`src/rtl/alu_tx_pkg.sv`:
```
// Shared types and helpers for the ALU result UART transmitter.
package alu_tx_pkg;

  typedef enum logic [2:0] {IDLE, START, DATA, PARITY, STOP} tx_state_t;

  localparam logic LINE_IDLE = 1'b1;

  // Bits needed to hold the values 0..n-1 (at least one bit).
  function automatic int cnt_w(input int n);
    return (n <= 2) ? 1 : $clog2(n);
  endfunction

endpackage

```
`src/rtl/alu_tx_baud_tick.sv`:
```
// Baud divider: down-counter that pulses bit_done_o once every CLKS_PER_BIT cycles
// while enabled; clr_i restarts a full bit time.
module alu_tx_baud_tick
  import alu_tx_pkg::*;
#(
  parameter int CLKS_PER_BIT = 16
) (
  input  logic clk,
  input  logic rst,
  input  logic en_i,
  input  logic clr_i,
  output logic bit_done_o
);

  localparam int W = cnt_w(CLKS_PER_BIT);
  localparam logic [W-1:0] LOAD = W'(CLKS_PER_BIT - 1);

  logic [W-1:0] cnt_q, cnt_d;

  always_comb begin
    cnt_d = cnt_q;
    if (clr_i)               cnt_d = LOAD;
    else if (!en_i)          cnt_d = '0;
    else if (cnt_q == '0)    cnt_d = LOAD;
    else                     cnt_d = cnt_q - 1'b1;
  end

  always_ff @(posedge clk) begin
    if (rst) cnt_q <= '0;
    else     cnt_q <= cnt_d;
  end

  assign bit_done_o = en_i && !clr_i && (cnt_q == '0);

endmodule

```
`src/rtl/alu_result_uart_tx.sv`:
```
// 8N1 (or 8E1 with ALU_TX_PARITY_EN) UART transmitter for ALU results with a
// one-entry holding register so frames can run back to back.
module alu_result_uart_tx
  import alu_tx_pkg::*;
#(
  parameter int CLKS_PER_BIT = 16,
  parameter int DATA_W       = 8
) (
  input  logic              clk,
  input  logic              rst,
  input  logic [DATA_W-1:0] tx_data,
  input  logic              tx_valid,
  output logic              tx_ready,
  output logic              tx_serial,
  output logic              tx_busy
);

  localparam int IDX_W = cnt_w(DATA_W);
  localparam logic [IDX_W-1:0] LAST_IDX = IDX_W'(DATA_W - 1);

  tx_state_t         state_q, state_d;
  logic [DATA_W-1:0] shift_q, shift_d;
  logic [DATA_W-1:0] hold_q, hold_d;
  logic              hold_full_q, hold_full_d;
  logic [IDX_W-1:0]  idx_q, idx_d;
  logic              serial_q, serial_d;
  logic              bit_done, baud_clr, accept;
`ifdef ALU_TX_PARITY_EN
  logic              par_q, par_d;
`endif

  alu_tx_baud_tick #(.CLKS_PER_BIT(CLKS_PER_BIT)) u_baud (
    .clk        (clk),
    .rst        (rst),
    .en_i       (state_q != IDLE),
    .clr_i      (baud_clr),
    .bit_done_o (bit_done)
  );

  assign accept = tx_valid && !hold_full_q;

  always_comb begin
    state_d     = state_q;
    shift_d     = shift_q;
    hold_d      = hold_q;
    hold_full_d = hold_full_q;
    idx_d       = idx_q;
    baud_clr    = 1'b0;
`ifdef ALU_TX_PARITY_EN
    par_d       = par_q;
`endif
    case (state_q)
      IDLE: if (accept) begin
        shift_d  = tx_data;
        state_d  = START;
        baud_clr = 1'b1;
`ifdef ALU_TX_PARITY_EN
        par_d    = ^tx_data;
`endif
      end
      START: if (bit_done) begin
        state_d = DATA;
        idx_d   = '0;
      end
      DATA: if (bit_done) begin
        shift_d = shift_q >> 1;
        if (idx_q == LAST_IDX) begin
          idx_d = '0;
`ifdef ALU_TX_PARITY_EN
          state_d = PARITY;
`else
          state_d = STOP;
`endif
        end else begin
          idx_d = idx_q + 1'b1;
        end
      end
`ifdef ALU_TX_PARITY_EN
      PARITY: if (bit_done) state_d = STOP;
`endif
      STOP: if (bit_done) begin
        // A held word, or one offered on this very edge, starts with no idle bit.
        if (hold_full_q) begin
          shift_d     = hold_q;
          hold_full_d = 1'b0;
          state_d     = START;
`ifdef ALU_TX_PARITY_EN
          par_d       = ^hold_q;
`endif
        end else if (accept) begin
          shift_d = tx_data;
          state_d = START;
`ifdef ALU_TX_PARITY_EN
          par_d   = ^tx_data;
`endif
        end else begin
          state_d = IDLE;
        end
      end
      default: state_d = IDLE;
    endcase
    if (accept && state_q != IDLE && !(state_q == STOP && bit_done)) begin
      hold_d      = tx_data;
      hold_full_d = 1'b1;
    end
  end

  always_comb begin
    serial_d = LINE_IDLE;
    case (state_q)
      START:   serial_d = 1'b0;
      DATA:    serial_d = shift_q[0];
`ifdef ALU_TX_PARITY_EN
      PARITY:  serial_d = par_q;
`endif
      default: serial_d = LINE_IDLE;
    endcase
  end

  always_ff @(posedge clk) begin
    if (rst) begin
      state_q     <= IDLE;
      shift_q     <= '0;
      hold_q      <= '0;
      hold_full_q <= 1'b0;
      idx_q       <= '0;
      serial_q    <= LINE_IDLE;
`ifdef ALU_TX_PARITY_EN
      par_q       <= 1'b0;
`endif
    end else begin
      state_q     <= state_d;
      shift_q     <= shift_d;
      hold_q      <= hold_d;
      hold_full_q <= hold_full_d;
      idx_q       <= idx_d;
      serial_q    <= serial_d;
`ifdef ALU_TX_PARITY_EN
      par_q       <= par_d;
`endif
    end
  end

  assign tx_ready  = !hold_full_q;
  assign tx_serial = serial_q;
  assign tx_busy   = (state_q != IDLE);

endmodule
```
`config.mk`:
```
export PLATFORM = sky130hd
export DESIGN_NAME = alu_result_uart_tx
export DESIGN_NICKNAME = d
export VERILOG_FILES = /design/src/rtl/alu_tx_pkg.sv /design/src/rtl/alu_tx_baud_tick.sv /design/src/rtl/alu_result_uart_tx.sv
export SDC_FILE = /design/constraint.sdc
export NUM_CORES = 1
export LEC_CHECK = 0
export BUFFER_PORTS_ARGS = -buffer_cell sky130_fd_sc_hd__buf_2
export CORE_MARGIN = 3
export CORE_UTILIZATION = 30
export DETAILED_ROUTE_END_ITERATION = 16
export SYNTH_ARGS = -nofsm -noshare
export SYNTH_HDL_FRONTEND = slang
export SYNTH_SLANG_ARGS = --single-unit
```
`constraint.sdc`:
```
create_clock -name clk -period 2.6 [get_ports clk]
set_input_delay 0.52 -clock clk [delete_from_list [all_inputs] [get_ports clk]]
set_output_delay 0.52 -clock clk [all_outputs]
set_load 0.1 [all_outputs]
```
# Word-level counts from Yosys, hierarchy flattened

Cells that the tools add are included.

Add/subtract/negate cells: 2
Equality and inequality tests: 9
Multiplexer cells: 26
Reduce and logical (&&, ||, !) cells: 20

Operator list:

| cell                                                                   | number |
|---|---|
| 8-bit 2-to-1 mux                                                       | 4 |
| 3-bit 2-to-1 mux                                                       | 8 |
| 8-bit case mux with 3 select lines                                     | 1 |
| 4-bit 2-to-1 mux                                                       | 3 |
| 3-bit case mux with 4 select lines                                     | 1 |
| 2-bit != test (second input constant)                                  | 5 |
| 1-bit 2-to-1 mux                                                       | 7 |
| 3-bit equality test (second input constant)                            | 2 |
| 1-bit logical AND                                                      | 6 |
| 3-bit case mux with 2 select lines                                     | 1 |
| 3-bit AND reduction                                                    | 2 |
| 2-bit nonzero test                                                     | 3 |
| 3-bit nonzero test                                                     | 2 |
| 5-bit AND reduction                                                    | 1 |
| 4-bit zero test                                                        | 1 |
| 4-bit by 1-bit subtractor with 4-bit output (second input constant)    | 1 |
| 3-bit by 1-bit adder with 3-bit output (second input constant)         | 1 |
| 3-bit by 1-bit equality test with 1-bit output (second input constant) | 1 |
| 3-bit by 2-bit equality test with 1-bit output (second input constant) | 1 |
| 1-bit zero test                                                        | 3 |
| 3-bit zero test                                                        | 1 |
| 1-bit case mux with 2 select lines                                     | 1 |
| 2-bit AND reduction                                                    | 1 |

Register bits after elaboration: 28
Bits of input ports: 11
Logic and storage cells: 64

# Depth between registers and ports, before layout

Gate-level depths: netlist (run 1).

Depth in word-level cells: 12
Mapped depth: 7

# Hierarchy

A second synthesis (run 1) with hierarchy kept.

Cell total of the unflattened synthesis: 164
Area total of the unflattened synthesis: 1467.7 µm²

By module, submodules not included:

| module             | times used | cells an instance | area an instance (µm²) |
|---|---|---|---|
| alu_result_uart_tx | 1          | 142               | 1273.7 |
| alu_tx_baud_tick   | 1          | 22                | 193.9 |

# Worst setup path after synthesis (run 1)

No wires, ideal clock.

Path kind: flip-flop to flip-flop
Start point: register state_q[1]
End point: register state_q[0]
Library setup time: 0.070 ns
Arrival time: 2.122 ns
Path slack: 0.408 ns
Stages on the path, launching flop included: 6
Period minus slack after synthesis: 2.192 ns
Cells stage by stage: dfxtp_1 > or3_1 > clkbuf_1 > o21bai_1 > a211o_1 > a21oi_1

Elaborated cells on any way between the ends: 16

RTL lines:

| what                                     | line                      | RTL |
|---|---|---|
| start, declared                          | alu_result_uart_tx.sv:21  | `tx_state_t state_q, state_d;` |
| start signal, assigned                   | alu_result_uart_tx.sv:132 | `state_q <= state_d;` |
| 3-bit nonzero test (*)                   | --                        |  |
| via tx_busy                              | alu_result_uart_tx.sv:15  | `output logic tx_busy` |
| 1-bit logical AND (*) (2 in series)      | alu_tx_baud_tick.sv:33    | `assign bit_done_o = en_i && !clr_i && (cnt_q == '0);` |
| 2-bit != test (no source line)           | --                        |  |
| 5-bit AND reduction (no source line) (*) | --                        |  |

Mark *: on every way through the listed nets, which the timed path passes. The rest lies on a longest branch.
A chain may end at the register's enable or synchronous reset.

# Worst setup path after layout (run 1)

Start point: register state_q[1]
End point: output tx_busy

Cells in the longest elaborated chain, start to end: 1

RTL lines:

| what               | line                      | RTL |
|---|---|---|
| 3-bit nonzero test | alu_result_uart_tx.sv:146 | `assign tx_busy = (state_q != IDLE);` |
| end, declared      | alu_result_uart_tx.sv:15  |  |

No other way between the ends.

==> results of run 1 <==
placed cells by master, fill, tap and decap left out, types with 6 or more instances in the layout:
| cell | Yosys | routed |
|---|---|---|
| o211ai_1 | 6 | 6 |
| a311oi_1 | 7 | 7 |
| buf_2 | 3 | 13 |
| nor2_1 | 10 | 10 |
| a21oi_1 | 26 | 26 |
| inv_1 | 7 | 7 |
| o21ai_0 | 10 | 10 |
| nand2b_1 | 8 | 8 |
| nand3_1 | 12 | 12 |
| dfxtp_1 | 28 | 28 |
| a22oi_1 | 6 | 6 |
path summary, 6_finish.rpt:
kind / startpoint / to / slack [ns] / cells past startpoint
worst max-delay path: state_q[1] / tx_busy / 0.45 / 2
worst min-delay path: u_baud.cnt_q[0] / u_baud.cnt_q[0] / 0.46 / 1
worst max register to register: u_baud.cnt_q[0] / shift_q[2] / 0.55 / 6
worst min register to register: u_baud.cnt_q[0] / u_baud.cnt_q[0] / 0.46 / 1
through the flow:
| stage | setup slack [ns] | cell area [um2] | instances | utilization | total power, mW |
|---|---|---|---|---|---|
| final | 0.448 | 1600 | 231 | 0.359 | 1.82 |
| after global routing | 0.328 | 1600 | 231 | 0.359 | 1.95 |
| after CTS | 0.429 | 1600 | 231 | 0.359 | 1.83 |
| after detailed placement | 0.520 | 1530 | 227 | 0.343 | 1.47 |
| after global placement | 0.550 | 1530 | 227 | 0.343 | 1.47 |
| after floorplan | 0.408 | 1430 | 170 | - | 1.30 |
layout make-up:
class                      count  area, um2
multi-input combinational    122        778
timing repair buffer          18        103
inverter                       7       26.3
tap                           52       65.1
sequential                    28        561
clock inverter                 1       30.0
fill                         472       2870
clock buffer                   3       41.3
cell families after synthesis:
kind of cell / Yosys count / share of synthesized area
adder cells (fa/ha/maj): 5 / 0.0413
XOR/XNOR: 3 / 0.0184
AND/OR/NAND/NOR: 46 / 0.176
buffers and inverters: 20 / 0.0606
multiplexers: 2 / 0.0149
AO/OA/AOI/OAI: 66 / 0.296
flip-flops: 28 / 0.393
metal layers:
metal	global-route usage	vias up
li1	-	657
met1	0.188	598
met2	0.194	22
met3	0.0214	4
met4	0.0672	0
met5	0	-
registers in the layout (all words and copies together), names as in the netlist:
name and count:
state_q 3, shift_q 8, hold_full_q 1, hold_q 8, idx_q 3, u_baud.cnt_q 4
tx_serial 1
where the power goes:
| group | switching [mW] | internal (mW) | total, mW |
|---|---|---|---|
| combinational | 0.496 | 0.291 | 0.786 |
| sequential | 0.126 | 0.555 | 0.681 |
| clock | 0.145 | 0.207 | 0.352 |
==> out/metrics.cfg, run 1 <==
[outcome]
outcome = finished clean

[synth]
synth_nets = 184
synth_area_leaders = dfxtp_1, a21oi_1, a311oi_1, nand3_1, nand2b_1
synth_ff_type = dfxtp_1
synth_top_area_share = 0.393
synthTopCellsByCount = dfxtp_1, a21oi_1, nand3_1, nor2_1, o21ai_0
synth_cell_types = 40
netlist_instances = 170
async_reset_ff_frac = 0
synth_edf_count = 0
synth-seq-cells = 28
yosys_warnings = 0
syn_avg_cell_area_um2 = 8.38
synth_most_common_cell = dfxtp_1
yosysSeqAreaShare = 0.393
synth.cell_area_mm2 = 0.00143
yosys.area.top_type = dfxtp_1

[global_routing]
grt_usage = 0.133
grt_pass1_wl_um = 5730
grt_start_max_net_pins = 23
overflow = 0
grt_pass1_vias = 1183
antenna_found_initial = 0

[sta]
period_needed_ns = 2.15
hold-worst-slack_ns = 0.465
slew_viol_final = 0
tightest_slew_ns = 0.804
hold_violations = 0
max-slew-margin-rel = 0.464
fin_worst_skew_ns = 0.0117
fmax_mhz = 465
setup_viol = 0
fin_crit_sh = 0.828
rsz0062_at_grt = no
fin_tns_setup_ns = 0

[worst_setup_path]
cp_top_family = flip-flops
startpoint_type = register
cp_slowest_cell = dfxtp_1
crit_chain = or3_1 > buf_2
crit_type = reg -> out
cpPeakStageDelay_ns = 0.62
cp-end-kind = primary output
cp_max_fo = 15
crit_arrival_ns = 1.63
crit_required_ns = 2.08
path_buf_inv = 1

[clocking]
cts_inserted_buffers = 3
cts_resized = 0
cts_setup_buffers = 0
clk_latency_ns = 0.29
ctsHoldBuffers = 0
cts.sinks = 28
root_buffer = clkbuf_8
cts_buffer_depth = 2
h-tree-depth = 1
clk_pin_slew_ns = 0.09
cts_tree = done

[routing]
drt-vias-per-instance = 5.55
drc = 0
top_layer = met4
wire_per_inst_um = 14.7
routed_wl_um = 3400
drt.antenna.violating_nets = 0
wl_met1_um = 1750
wl_met3_um = 93
vias = 1281
drt_iter0_drc = 79
routed-wl-met2_um = 1490
drtPass1Iterations = 5

[cells_and_area]
diodes = 0
drive_above_1_share = 0.145
area_delta_synth_final_pct = 12.6
fin_nets = 194

[die]
core_area_mm2 = 0.00447
start_util = 0.319
die_h_um = 74.9
die_area_mm2 = 0.00561
die_w_um = 74.9
num_rows = 24
ios = 14

[placement]
dp_hpwl_um = 2400
gp_congestion = 0.761
port_buffers = 13

[power_and_ir_drop]
p_leak_nw = 0.590
p_per_area_mw_per_mm2 = 1130
ir_drop_v = 0.000390

[job]
maxCapViolCount = 0

[worst_hold_path]
holdCritPathClass = reg -> reg

Note: power is estimated with default switching activity, not from simulation.
==> inputs of run 2 (changes only) <==
clock period = 1.8 ns   (was 2.6 ns; I/O delays follow)
==> run 2 against run 1 <==
Final cell count increased by 5.2%. Clock-buffer cell count unchanged. Die area did not move. Register-to-register slack lost 0.49 ns. Via count increased by 3.7%. Clock skew decreased by 0.0094 ns. Design area grew 7.6%. Combinational power is 76% higher. First-iteration DRC count grew 10%. Sequential cell count stayed put. Global-route usage grew 0.18 points.
==> out/metrics.cfg, run 2 (same netlist as run 1, synthesis figures left out) <==
[die]
core_area_mm2 = 0.00447  ; unchanged
die_w_um = 74.9  ; unchanged
die_h_um = 74.9  ; unchanged
num_rows = 24  ; unchanged
ios = 14  ; unchanged
die_area_mm2 = 0.00561  ; unchanged
start_util = 0.319  ; unchanged

[power_and_ir_drop]
p_leak_nw = 0.651  ; +11%
p_sw_mw = 1.14  ; +49%
p_per_area_mw_per_mm2 = 1560  ; +37%
swShare = 0.424  ; +0.00200
seqPwrFrac = 0.359  ; -0.015
intPower_mw = 1.55  ; +47%
pwr-share-clk = 0.129  ; -0.064
ir_drop_v = 0.000896  ; +130%
power_frac_comb = 0.512  ; +0.080

[clocking]
cts_buffer_depth = 2  ; unchanged
root_buffer = clkbuf_8
cts_inserted_buffers = 3  ; unchanged
clk_latency_ns = 0.27  ; -0.02 ns
cts_setup_buffers = 0  ; unchanged
ctsHoldBuffers = 0  ; unchanged
cts.sinks = 28  ; unchanged
clk_pin_slew_ns = 0.09  ; about the same
h-tree-depth = 1  ; unchanged
cts_tree = done

[cells_and_area]
fin_nets = 207  ; +6.7%
drive_above_1_share = 0.246  ; +0.101
fin_area_mm2 = 0.00173  ; +7.6%
final_cell_mix = a21oi_1, dfxtp_1, buf_4, nand3_1, buf_2
area_delta_synth_final_pct = 21.2
diodes = 0  ; unchanged
mostFrequentLayoutCell = a21oi_1
largestRegisters = hold_q x8, shift_q x8, u_baud.cnt_q x4

[global_routing]
grt_start_max_net_pins = 15  ; -35%
grt_pass1_wl_um = 5940  ; +3.7%
grt_pass1_vias = 1236  ; +4.5%
antenna_found_initial = 0  ; unchanged
overflow = 0  ; unchanged
grt_usage = 0.135  ; +0.00177

[worst_hold_path]
holdCritPathClass = in -> reg

[sta]
max-slew-margin-rel = 0.680  ; +0.216
slew_viol_final = 0  ; unchanged
fin_worst_skew_ns = 0.00236  ; -0.00936 ns
tightest_slew_ns = 0.484  ; -0.321 ns
fmax_mhz = 570
setup_viol = 0  ; unchanged
hold_violations = 0  ; unchanged
fin_tns_setup_ns = 0  ; unchanged
rsz0062_at_grt = yes
period_needed_ns = 1.76
fin_crit_sh = 0.975

[worst_setup_path]
cpPeakStageDelay_ns = 0.38  ; -0.24 ns
path_buf_inv = 2  ; +1
cp-end-kind = primary output
cp_max_fo = 6  ; -9
cp_slowest_cell = dfxtp_1
startpoint_type = register
crit_arrival_ns = 1.40  ; -0.23 ns
cp_top_family = flip-flops
crit_required_ns = 1.44  ; -0.64 ns
crit_chain = buf_4 > or3_4 > buf_12
crit_type = reg -> out

[routing]
drt-vias-per-instance = 5.47  ; -1.5%
drt_iter0_drc = 87  ; +10%
vias = 1328  ; +3.7%
drc = 0  ; unchanged
drt.antenna.violating_nets = 0  ; unchanged
wire_per_inst_um = 14.2  ; -3.3%
routed_wl_um = 3460  ; +1.7%
drtPass1Iterations = 4  ; -1

[placement]
dpl_cell_area_mm2 = 0.00166  ; +8.3%
port_buffers = 13  ; unchanged
dp_hpwl_um = 2530  ; +5.4%
gp_congestion = 0.753  ; -1.1%

[outcome]
outcome = finished clean

[job]
maxCapViolCount = 0  ; unchanged

## run 2: cell types whose count changed in the layout (fill, tap and decap cells not counted), moves of 2 or more
cell     before  now
dfxtp_2       0    3
inv_1         7    5
buf_12        0    2
dfxtp_1      28   25
buf_4         5   17
inv_2         0    2
## run 2: power by group through the flow
stage	Combinational, mW	Clock, mW	Sequential [mW]
4_1_cts	1.38	0.359	0.957
3_3_place_gp	1.34	0	0.963
2_1_floorplan	0.914	0	0.964
5_1_grt	1.52	0.374	0.993
3_5_place_dp	1.34	0	0.958
6_report	1.38	0.346	0.966
## run 2: worst reg2reg max path: cells and delay by family (launching register included)
family | cells | cell delay, ns
AND/OR/NAND/NOR | 1 | 0.37
flip-flops | 1 | 0.33
AO/OA/AOI/OAI | 2 | 0.46
buffers and inverters | 1 | 0.06
adder cells (fa/ha/maj) | 2 | 0.43
## run 2: worst paths after layout
| path | startpoint | end | slack [ns] | cells past startpoint |
|---|---|---|---|---|
| max | state_q[2] | tx_busy | 0.04 | 3 |
| min reg2reg | idx_q[1] | idx_q[1] | 0.47 | 2 |
| min | tx_data[3] | hold_q[3] | 0.35 | 3 |
| max reg2reg | u_baud.cnt_q[0] | shift_q[7] | 0.06 | 6 |
## run 2: repair_timing
action,4_1_cts,5_1_grt
resized for setup,6,3
endpoints found under the setup margin,3,8
pin swaps,4,1
## run 2: per-stage QoR
step	util	cells	setup WS, ns	hold slack (ns)	power [mW]
2_1_floorplan	-	170	-0.0181	0.426	1.88
3_3_place_gp	0.371	240	0.0173	0.447	2.30
3_5_place_dp	0.371	240	-0.00183	0.458	2.30
4_1_cts	0.384	243	0.0176	0.345	2.69
5_1_grt	0.386	243	-0.00888	0.349	2.88
6_report	0.386	243	0.0444	0.347	2.69
## run 2: metal layers
layer	up-vias	track usage	share of wire
met5	-	0	0
met4	0	0.0474	0.020
met3	6	0.0214	0.029
met2	21	0.194	0.43
met1	622	0.201	0.52
li1	679	-	-
## run 2: area by class of cell
cell class / count / area (um2)
Clock buffer: 3 / 41.3
Fill cell: 440 / 2750
Inverter: 7 / 26.3
Multi-Input combinational cell: 122 / 802
Sequential cell: 28 / 564
Tap cell: 52 / 65.1
Timing Repair Buffer: 31 / 228
==> inputs of run 3 (changes only) <==
GPL_TIMING_DRIVEN = 0   (was not set)
==> run 3 against run 2 <==
The flow now finishes with violations (setup timing). Combinational power is 7% lower. Wire length rose by 4.5%. Register-to-register slack worse by 0.08 ns. Via count increased by 1.1%. Fmax shrank 3.7%. Clock power is essentially flat. Non-clock buffer count decreased by 3. Sequential power decreased by 2.7%. Clock-buffer cell count did not move. Critical endpoint is now shift_q[6].
==> out/metrics.cfg, run 3 (same netlist as run 1, synthesis figures left out) <==
[cells_and_area]
drive_above_1_share = 0.191  ; -0.0546
fin_util = 0.369  ; -0.0165
largestRegisters = hold_q x8, shift_q x8, u_baud.cnt_q x4
area_delta_synth_final_pct = 16.0
final_cells = 240  ; -1.2%
diodes = 0  ; unchanged
final_cell_mix = a21oi_1, dfxtp_1, buf_2, nand3_1, o21ai_0
fin_nets = 204  ; -1.4%

[global_routing]
overflow = 0  ; unchanged
grt_usage = 0.140  ; +0.00497
grt_start_max_net_pins = 15  ; unchanged
grt_pass1_vias = 1273  ; +3.0%
grt_pass1_wl_um = 6070  ; +2.1%
antenna_found_initial = 0  ; unchanged

[worst_setup_path]
crit_required_ns = 1.95  ; +0.51 ns
startpoint_type = register
crit_type = reg -> reg
crit_arrival_ns = 1.97  ; +0.57 ns
cp-end-kind = register
cp_max_fo = 8  ; +2

[clocking]
cts.sinks = 28  ; unchanged
clk_pin_slew_ns = 0.09  ; about the same
cts_inserted_buffers = 3  ; unchanged
root_buffer = clkbuf_8
h-tree-depth = 1  ; unchanged
cts_buffer_depth = 2  ; unchanged
clk_latency_ns = 0.28  ; about the same
cts_tree = done

[sta]
fin_crit_sh = 1.01  ; +0.0373
fmax_mhz = 549  ; -3.7%
fin_tns_setup_ns = -0.0882  ; -0.0882 ns
setup_viol = 7  ; +7
hold-worst-slack_ns = 0.325  ; -0.0217 ns
fin_worst_skew_ns = 0.00444  ; +0.00209 ns
hold_violations = 0  ; unchanged
slew_viol_final = 0  ; unchanged
rsz0062_at_grt = yes
layout_setup_ws_ns = -0.0227  ; -0.0671 ns
max-slew-margin-rel = 0.633  ; -0.0469
period_needed_ns = 1.82  ; +0.0671 ns
tightest_slew_ns = 0.547  ; +0.0634 ns

[die]
die_h_um = 74.9  ; unchanged
ios = 14  ; unchanged
num_rows = 24  ; unchanged
die_area_mm2 = 0.00561  ; unchanged
start_util = 0.319  ; unchanged
die_w_um = 74.9  ; unchanged
core_area_mm2 = 0.00447  ; unchanged

[outcome]
violations = setup timing
outcome = finished, violations left

[worst_hold_path]
holdCritPathClass = in -> reg

[routing]
vias = 1343  ; +1.1%
wire_per_inst_um = 15.1  ; +5.8%
drt_iter0_drc = 90  ; +3.4%
routed_wl_um = 3610  ; +4.5%
drt-vias-per-instance = 5.60  ; +2.4%
drtPass1Iterations = 4  ; unchanged
drc = 0  ; unchanged
drt.antenna.violating_nets = 0  ; unchanged

[power_and_ir_drop]
ir_drop_v = 0.000478  ; -47%
p_per_area_mw_per_mm2 = 1560  ; about the same
p_leak_nw = 0.606  ; -6.9%

[placement]
pre_cts_ws_ns = -0.264  ; -0.262 ns
port_buffers = 13  ; unchanged
dp_hpwl_um = 2610  ; +3.1%
place_inst = 235  ; -2.1%
gp_congestion = 0.811  ; +7.7%

[job]
maxCapViolCount = 0  ; unchanged

==> run 3: final timing paths <==
kind                    from  cells past startpoint  slack, ns          to
max reg2reg  u_baud.cnt_q[0]                      7      -0.02  shift_q[6]
min                      rst                      2       0.32  shift_q[7]
min reg2reg         idx_q[1]                      2       0.46    idx_q[1]
max          u_baud.cnt_q[0]                      7      -0.02  shift_q[6]
==> run 3: layout make-up <==
cell class / instances / area, um2
multi-input combinational: 122 / 802
fill: 459 / 2820
timing repair buffer: 15 / 90.1
buffer: 13 / 65.1
sequential: 28 / 563
inverter: 7 / 26.3
clock buffer: 3 / 41.3
tap: 52 / 65.1
==> run 3: stage by stage <==
step	total power, mW	area [um2]
global route	2.75	1650
finish	2.57	1650
global placement	2.13	1560
floorplan	1.88	1430
detailed placement	2.13	1560
CTS	2.55	1640
==> run 3: routing by layer <==
| layer | share of wire | GRT usage | wire, um |
|---|---|---|---|
| met1 | 0.48 | 0.199 | 1750 |
| met2 | 0.45 | 0.205 | 1630 |
| met3 | 0.048 | 0.0334 | 173 |
| met4 | 0.015 | 0.0494 | 55 |
| met5 | 0 | 0 | 0 |
==> run 3: worst max-delay path, stage by stage, from the launching register on <==
cell	delay [ns]
dfxtp_2	0.34
inv_2	0.06
ha_4	0.13
or3b_4	0.40
maj3_2	0.32
buf_6	0.12
nor2_4	0.19
a311oi_1	0.13
==> run 3: where the power goes <==
part,switching [mW],internal (mW)
combinational,0.810,0.479
sequential,0.135,0.805
clock,0.193,0.151
total,1.14,1.43
==> run 3: timing repair <==
item / in CTS / in global routing
endpoints found under the hold margin: 0 / 0
endpoints found under the setup margin: 17 / 18
resized for setup: 9 / 8
pin swaps: 5 / 4
buffers inserted: 2 / 0
hold buffers: 0 / 0
cloned: 0 / 0
